===== src/rtl/sevenseg_scan.sv =====
// Time-multiplexed N-digit seven-segment driver: a prescaler scans the digits, a shadow value
// is swapped in only at frame boundaries. Define SEVENSEG_SCAN_LZB_EN for leading-zero blanking.
module sevenseg_scan #(
  parameter int NUM_DIGITS   = 4,
  parameter int REFRESH_DIV  = 100000,
  parameter int BLANK_CYCLES = 1000,
  parameter int ACTIVE_LOW   = 1
) (
  input  logic                    clk,
  input  logic                    rst_n,
  input  logic [4*NUM_DIGITS-1:0] in_value,
  input  logic [NUM_DIGITS-1:0]   in_dp,
  input  logic                    in_load,
  output logic [6:0]              out_seg,
  output logic                    out_dp,
  output logic [NUM_DIGITS-1:0]   out_an,
  output logic                    out_frame
);

  localparam int CNT_W = $clog2(REFRESH_DIV);
  localparam int IDX_W = (NUM_DIGITS > 1) ? $clog2(NUM_DIGITS) : 1;
  localparam int VAL_W = 4 * NUM_DIGITS;
  localparam logic [CNT_W-1:0] CNT_LAST  = CNT_W'(REFRESH_DIV - 1);
  localparam logic [IDX_W-1:0] IDX_LAST  = IDX_W'(NUM_DIGITS - 1);
  localparam logic [CNT_W:0]   BLANK_LIM = (CNT_W + 1)'(BLANK_CYCLES);
  localparam logic             POL       = (ACTIVE_LOW != 0);

  function automatic logic [6:0] font(input logic [3:0] nib);
    logic [6:0] s;
    case (nib)
      4'h0: s = 7'h3F;  4'h1: s = 7'h06;  4'h2: s = 7'h5B;  4'h3: s = 7'h4F;
      4'h4: s = 7'h66;  4'h5: s = 7'h6D;  4'h6: s = 7'h7D;  4'h7: s = 7'h07;
      4'h8: s = 7'h7F;  4'h9: s = 7'h6F;  4'hA: s = 7'h77;  4'hB: s = 7'h7C;
      4'hC: s = 7'h39;  4'hD: s = 7'h5E;  4'hE: s = 7'h79;  default: s = 7'h71;
    endcase
    return s;
  endfunction

  function automatic logic [6:0] seg_pol(input logic [6:0] lit);
    return POL ? ~lit : lit;
  endfunction

  logic [CNT_W-1:0]      cnt_p0;
  logic [IDX_W-1:0]      idx_p0;
  logic [VAL_W-1:0]      shadow_val, pend_val;
  logic [NUM_DIGITS-1:0] shadow_dp, pend_dp;
  logic                  pend_flag;

  logic                  slot_end, boundary, blank_p0;
  logic [3:0]            nib_p0;
  logic                  dp_bit_p0;
  logic [NUM_DIGITS-1:0] an_hot_p0;
  logic [6:0]            lit_p0;

  logic [6:0]            seg_p1;
  logic                  dp_p1, frame_p1;
  logic [NUM_DIGITS-1:0] an_p1;

  assign slot_end = (cnt_p0 == CNT_LAST);
  assign boundary = slot_end && (idx_p0 == IDX_LAST);
  assign blank_p0 = ({1'b0, cnt_p0} < BLANK_LIM);

  always_comb begin
    nib_p0    = 4'h0;
    dp_bit_p0 = 1'b0;
    an_hot_p0 = '0;
    for (int k = 0; k < NUM_DIGITS; k++) begin
      if (idx_p0 == IDX_W'(k)) begin
        nib_p0       = shadow_val[4*k +: 4];
        dp_bit_p0    = shadow_dp[k];
        an_hot_p0[k] = 1'b1;
      end
    end
  end

`ifdef SEVENSEG_SCAN_LZB_EN
  // lz[k] is set while every digit from the top down to k is a bare zero; digit 0 never qualifies.
  logic [NUM_DIGITS-1:0] lz;
  logic                  run;
  always_comb begin
    lz  = '0;
    run = 1'b1;
    for (int k = NUM_DIGITS - 1; k >= 1; k--) begin
      run   = run && (shadow_val[4*k +: 4] == 4'h0) && !shadow_dp[k];
      lz[k] = run;
    end
  end
  assign lit_p0 = (|(lz & an_hot_p0)) ? 7'h00 : font(nib_p0);
`else
  assign lit_p0 = font(nib_p0);
`endif

  // Stage p0: prescaler, digit index and shadow/pending handshake
  always_ff @(posedge clk or negedge rst_n) begin
    if (!rst_n) begin
      cnt_p0     <= '0;
      idx_p0     <= '0;
      shadow_val <= '0;
      shadow_dp  <= '0;
      pend_val   <= '0;
      pend_dp    <= '0;
      pend_flag  <= 1'b0;
    end else begin
      cnt_p0 <= slot_end ? '0 : cnt_p0 + CNT_W'(1);
      if (slot_end)
        idx_p0 <= (idx_p0 == IDX_LAST) ? '0 : idx_p0 + IDX_W'(1);
      if (boundary && in_load) begin
        shadow_val <= in_value;
        shadow_dp  <= in_dp;
        pend_flag  <= 1'b0;
      end else if (boundary && pend_flag) begin
        shadow_val <= pend_val;
        shadow_dp  <= pend_dp;
        pend_flag  <= 1'b0;
      end else if (in_load) begin
        pend_val  <= in_value;
        pend_dp   <= in_dp;
        pend_flag <= 1'b1;
      end
    end
  end

  // Stage p1: registered pin drivers
  always_ff @(posedge clk or negedge rst_n) begin
    if (!rst_n) begin
      an_p1    <= {NUM_DIGITS{POL}};
      seg_p1   <= seg_pol(7'h00);
      dp_p1    <= POL;
      frame_p1 <= 1'b0;
    end else begin
      frame_p1 <= boundary;
      if (blank_p0) begin
        an_p1  <= {NUM_DIGITS{POL}};
        seg_p1 <= seg_pol(7'h00);
        dp_p1  <= POL;
      end else begin
        an_p1  <= POL ? ~an_hot_p0 : an_hot_p0;
        seg_p1 <= seg_pol(lit_p0);
        dp_p1  <= POL ^ dp_bit_p0;
      end
    end
  end

  assign out_seg   = seg_p1;
  assign out_dp    = dp_p1;
  assign out_an    = an_p1;
  assign out_frame = frame_p1;

endmodule


===== config.mk =====
export PLATFORM = sky130hd
export DESIGN_NAME = sevenseg_scan
export DESIGN_NICKNAME = d
export VERILOG_FILES = /design/src/rtl/sevenseg_scan.sv
export SDC_FILE = /design/constraint.sdc
export NUM_CORES = 1
export LEC_CHECK = 0
export BUFFER_PORTS_ARGS = -buffer_cell sky130_fd_sc_hd__buf_2
export CAP_MARGIN = 0
export CELL_PAD_IN_SITES_DETAIL_PLACEMENT = 2
export CELL_PAD_IN_SITES_GLOBAL_PLACEMENT = 2
export CORE_MARGIN = 3
export CORE_UTILIZATION = 37
export DETAILED_ROUTE_END_ITERATION = 16
export PLACE_DENSITY_LB_ADDON = 0.1
export SYNTH_ARGS = -nofsm -noshare
export SYNTH_HDL_FRONTEND = slang
export SYNTH_SLANG_ARGS = --single-unit

===== constraint.sdc =====
create_clock -name clk -period 4.2 [get_ports clk]
set_input_delay 0.21 -clock clk [delete_from_list [all_inputs] [get_ports clk]]
set_output_delay 0.21 -clock clk [all_outputs]
set_load 0.005 [all_outputs]

# After elaboration in Yosys (flattened, before gate mapping)

Memory sizes are Yosys's and may differ from the RTL's.
Cells that the tools add are included.

Bits in registers: 73
Bits in latches: 0
RAM bits: 0
ROM bits: 112
Input port bits: 23
Word-level logic and storage cells: 55
Memories: 1

Add/sub/neg operators: 2
Multipliers: 0
Div/mod/pow operators: 0
Magnitude comparators: 1
Equality and inequality tests: 4
Shift operators: 0
Mux-type cells: 24
Bitwise logic cells: 5
Reduce and logical (&&, ||, !) cells: 7

Memories:

| name             | words | bits a word | read ports | clocked after memory_dff | wr ports | line | text |
|---|---|---|---|---|---|---|---|
| (name not given) | 16    | 7           | 1          | 0                        | 0        | 30   | `case (nib)` |

Operators by type and width:

| operator                                                     | number |
|---|---|
| two-way mux 16 bit                                           | 2 |
| two-way mux 4 bit                                            | 7 |
| adder 17 x 1 -> 17 bit, second input constant                | 1 |
| == test 17 bit, second input constant                        | 1 |
| less-than comparator 17 x 10 -> 1 bit, second input constant | 1 |
| two-way mux 17 bit                                           | 1 |
| two-way mux 1 bit                                            | 12 |
| two-way mux 7 bit                                            | 1 |
| inverter 7 bit                                               | 1 |
| == test 2 bit, second input constant                         | 2 |
| inverter 4 bit                                               | 1 |
| logical AND 1 bit                                            | 3 |
| inverter 1 bit                                               | 3 |
| AND reduction 3 bit                                          | 1 |
| nonzero test 3 bit                                           | 1 |
| adder 2 x 1 -> 2 bit, second input constant                  | 1 |
| == test 2 x 1 -> 1 bit, second input constant                | 1 |
| zero test 2 bit                                              | 1 |
| two-way mux 2 bit                                            | 1 |
| nonzero test 2 bit                                           | 1 |

# Depth between registers and ports, before layout

An unclocked memory read counts as a cell.

Depth after elaboration: 8
Depth in mapped cells: 11
Depth with buffers taken out: 10

# Worst setup path after synthesis

No wires, ideal clock.

Path type: reg-to-reg
Start: register idx_p0[1]
End: register seg_p1[0] (netlist: out_seg[0])
Library setup time: 0.098 ns
Arrival: 2.115 ns
Required time: 4.102 ns
Slack: 1.987 ns
Stages on the path, launching flop included: 11
Path buffers: 1
Clock period less this slack: 2.213 ns
Cell sequence: dfrtp_1 inv_1 ha_1 buf_2 nor2b_1 a221oi_1 o31ai_1 inv_1 ha_1 and3b_1 o21ai_0

Cells in the longest elaborated chain, start to end: 8
Elaborated cells on any way between the ends: 11

Ends and longest elaborated chain:

| what                           | line | text |
|---|---|---|
| from (decl)                    | 44   | `logic [IDX_W-1:0] idx_p0;` |
| from (signal assigned)         | 106  | `idx_p0 <= (idx_p0 == IDX_LAST) ? '0 : idx_p0 + IDX_W'(1);` |
| zero test 2 bit                | 68   | `if (idx_p0 == IDX_W'(k)) begin` |
| two-way mux 4 bit (3 in a row) | 68   |  |
| two-way mux 4 bit *            | 68   |  |
| memory (16 x 7 bit) *          | -    |  |
| inverter 7 bit *               | 40   | `return POL ? ~lit : lit;` |
| two-way mux 7 bit *            | 132  | `if (blank_p0) begin` |
| to (signal assigned)           | 127  | `seg_p1 <= seg_pol(7'h00);` |
| to (signal assigned)           | 134  | `seg_p1 <= seg_pol(7'h00);` |
| to (signal assigned)           | 138  | `seg_p1 <= seg_pol(lit_p0);` |
| to (decl)                      | 55   | `logic [6:0] seg_p1;` |

Mark *: on every way between the ends. The rest lies on a longest branch, timed or not.
A chain may end at the register's enable or synchronous reset.

# Worst setup path in the final report

Start: register idx_p0[1]
End: register seg_p1[4] (netlist: out_seg[4])

The elaborated chain is that of the path after synthesis.

==> reports/results.txt <==
logic gate share of total power -> 4.7%
compound-gate portion of the synthesized area -> 16.96%
fraction of the mapped netlist area in adder cells -> 3.615%
HPWL after detailed placement -> 6772 um
placed instance area -> 4026 um2
Reg power frac -> 51.1%
switching share of power -> 22.09%
dominant combinational cell family by area after synthesis -> compound AO/OA/AOI/OAI gates
final cell area excluding filler cells -> 4255 um2
post-synthesis sequential area ratio -> 48.37%
parity-gate share of the synthesized area counting xor and xnor cells -> 3.221%
total detailed-routing wirelength -> 9850 um
share of the clock period used by the worst path -> 70.33%
length in cells of the worst reg-to-reg path -> 9
layout cells sized above 1 -> 26.77%
1st-iter DRT viols -> 87
violations in the final reports -> hold timing
synthesis-stage register bit count -> 73
GP Congestion -> 0.7248
fraction of synthesis flops using an asynchronous set or reset pin -> 100.0%
power dissipated by switching net loads -> 0.3163 mW
total die area -> 11540 um2
cts-stage hold buffer count -> 0
mux contribution to synthesized area -> 6.967%
unique cell type count in the Yosys netlist -> 59
CTS tree -> yes
Sinks on Clock Net -> 73
final hold viol count -> 5
via total after detailed routing -> 2814
actual slew at the worst max-slew pin -> 1045 ps
via count of the first global-routing pass -> 3124
number of cells upsized or downsized after cts -> 0
status -> finished with violations
root buffer selected by CTS -> sky130_fd_sc_hd__clkbuf_8
maximum VDD drop -> 0.2017 mV
hold_ws -> -13.95 ps
fin. max-slew vios -> 0
via count normalized by instance count -> 5.475
TritonCTS buffer count -> 9
final worst-path setup slack -> 1246 ps
final non-filler cell total -> 514
DR WL/cell -> 19.16 um
post-synthesis instance total -> 347
First-pass DRT Iterations -> 5
achievable frequency -> 338.6 MHz
number of nets in the synthesized netlist -> 381
antenna cells -> 0
largest net degree at the start of global routing -> 74
drt drc -> 0
average footprint of a synthesized cell -> 10.97 um2
Ys Warns -> 0
Core ar. -> 9910 um2
Final ANT Viol Nets -> 0
number of enable flip-flop cells after synthesis -> 0
most common flop cell mapped by yosys -> sky130_fd_sc_hd__dfrtp_1
leakage power -> 1.894 nW
Setup Skew -> 12.13 ps
number of antenna violations at the first check in global routing -> 0
first-pass GRT wire length -> 16380 um
category of the most critical setup path -> flip-flop to flip-flop
most common library cells after synthesis -> 61 x sky130_fd_sc_hd__dfrtp_1, 29 x sky130_fd_sc_hd__nor2_1, 26 x sky130_fd_sc_hd__nand2_1
starting utilization of the core area -> 38.42%
Cell Int Power -> 1.115 mW
# rows -> 36
die width -> 107.4 um
final core occ -> 42.94%
setup repair after global routing missed its margin -> false
Max-Slew Margin vs Limit -> 30.36%
count of nets after finishing -> 410
MaxCap Viol Count -> 0
latest clock arrival within the worst-skew pair -> 350 ps
Synth Cell Area -> 3807 um2
total global routing track utilization -> 18.12%
Req. time, crit path -> 4410 ps
Power Dens Cells -> 336.5 nW/um2
Die Ht -> 107.4 um
total design power -> 1.432 mW
sort of element at the start of the critical path -> flip-flop
Max clock buf depth -> 2
fraction of synthesized cell area taken by the top area cell type -> 40.09%
endpoints failing setup -> 0
Hold Crit Class -> input port to async pin
share of total power in the clock network -> 44.2%
worst slack after detailed placement -> 1307 ps
leading cell types by total area after synthesis -> sky130_fd_sc_hd__dfrtp_1 40%, sky130_fd_sc_hd__dfstp_2 8.3%, sky130_fd_sc_hd__mux2_2 5.3%
setup total negative slack -> 0 ps
crit path DAT -> 3160 ps
Clock transition at path regs -> 80 ps
time the final worst path needs with I/O delays and setup -> 2954 ps
Area growth syn-to-layout -> 11.76%
Synth area leader -> sky130_fd_sc_hd__dfrtp_1
gr ovfl total -> 0
maximum level of the CTS H-tree -> 3
quantity of I/O buffers inserted on ports -> 35
cell count after placement -> 498
maximum fanout along the worst path -> 10
sort of element at the end of the critical path -> flip-flop
I/O pin total -> 36
post-CTS repair timing setup buffer count -> 0
most common cell in the netlist -> sky130_fd_sc_hd__dfrtp_1
simple-gate area share of the yosys netlist -> 14.36%
-- logic make-up after synthesis --
kind of cell,count (synthesis)
XOR/XNOR,14
adder cells (fa/ha/maj),11
multiplexers,24
AND/OR/NAND/NOR,99
flip-flops,73
AO/OA/AOI/OAI,81
buffers and inverters,45
-- area by class of cell --
cell class / count / area [um2]
Timing Repair Buffer: 39 / 207.7
Multi-Input combinational cell: 229 / 1720
Sequential cell: 73 / 1842
Clock inverter: 5 / 77.57
Tap cell: 133 / 166.4
Inverter: 24 / 90.09
Fill cell: 1050 / 5654
Clock buffer: 11 / 151.4
-- worst paths after layout --
kind	start	end	slack (ps)
setup / recovery	idx_p0[1]$_DFFE_PN0N_	out_seg[4]$_DFF_PN1_	1250
hold / removal	rst_n	cnt_p0[0]$_DFF_PN0_	-10
setup reg to reg	idx_p0[1]$_DFFE_PN0N_	out_seg[4]$_DFF_PN1_	1250
hold reg to reg	cnt_p0[0]$_DFF_PN0_	cnt_p0[0]$_DFF_PN0_	500
max in group asynchronous	rst_n	shadow_val[13]$_DFFE_PN0P_	3560
min in group clk	in_dp[0]	pend_dp[0]$_DFFE_PN0P_	100
-- flip-flops by register name, indices dropped and copies added (netlist names) --
| signal | flops |
|---|---|
| cnt_p0 | 17 |
| pend_val | 16 |
| shadow_val | 16 |
| out_seg | 7 |
| out_an | 4 |
| pend_dp | 4 |
| shadow_dp | 4 |
| idx_p0 | 2 |
| out_dp | 1 |
| out_frame | 1 |
| pend_flag | 1 |
-- placed cells by master (no fill, tap or decap), drive strengths merged, types with 6 or more instances in the layout --
master	n
a41oi	15
buf	39
clkbuf	11
dfrtp	61
dfstp	12
ha	11
inv	24
mux2	20
nand2	27
nand3	6
nor2	29
nor2b	8
o21a	14
o22a	14
xnor2	10
-- power groups by stage --
stage	sequential, mW	clock [mW]	combinational [mW]
detailed placement	0.746	0	0.0694
global route	0.735	0.687	0.0762
global placement	0.744	0	0.0665
CTS	0.732	0.658	0.0693
finish	0.732	0.633	0.0666
floorplan	0.742	0	0.0333
-- critical path: stages (launching register included) --
cell                       delay [ps]
sky130_fd_sc_hd__dfrtp_1          410
sky130_fd_sc_hd__inv_1            100
sky130_fd_sc_hd__ha_1             350
sky130_fd_sc_hd__nor2b_1          260
sky130_fd_sc_hd__a221oi_1         130
sky130_fd_sc_hd__o31ai_1          770
sky130_fd_sc_hd__inv_1            200
sky130_fd_sc_hd__ha_1             310
sky130_fd_sc_hd__mux2i_1          160
sky130_fd_sc_hd__o221ai_1         130
-- layer usage --
layer	wire length [um]	global-route usage (%)	part of all wire, %	vias to the layer above
li1	-	-	-	1308
met1	4839	25.46	49	1459
met2	4659	28.95	47	41
met3	278	3.539	2.8	6
met4	73	4.328	0.74	0
met5	0	0	0	-
No activity file was read; power rests on OpenSTA's default activity.
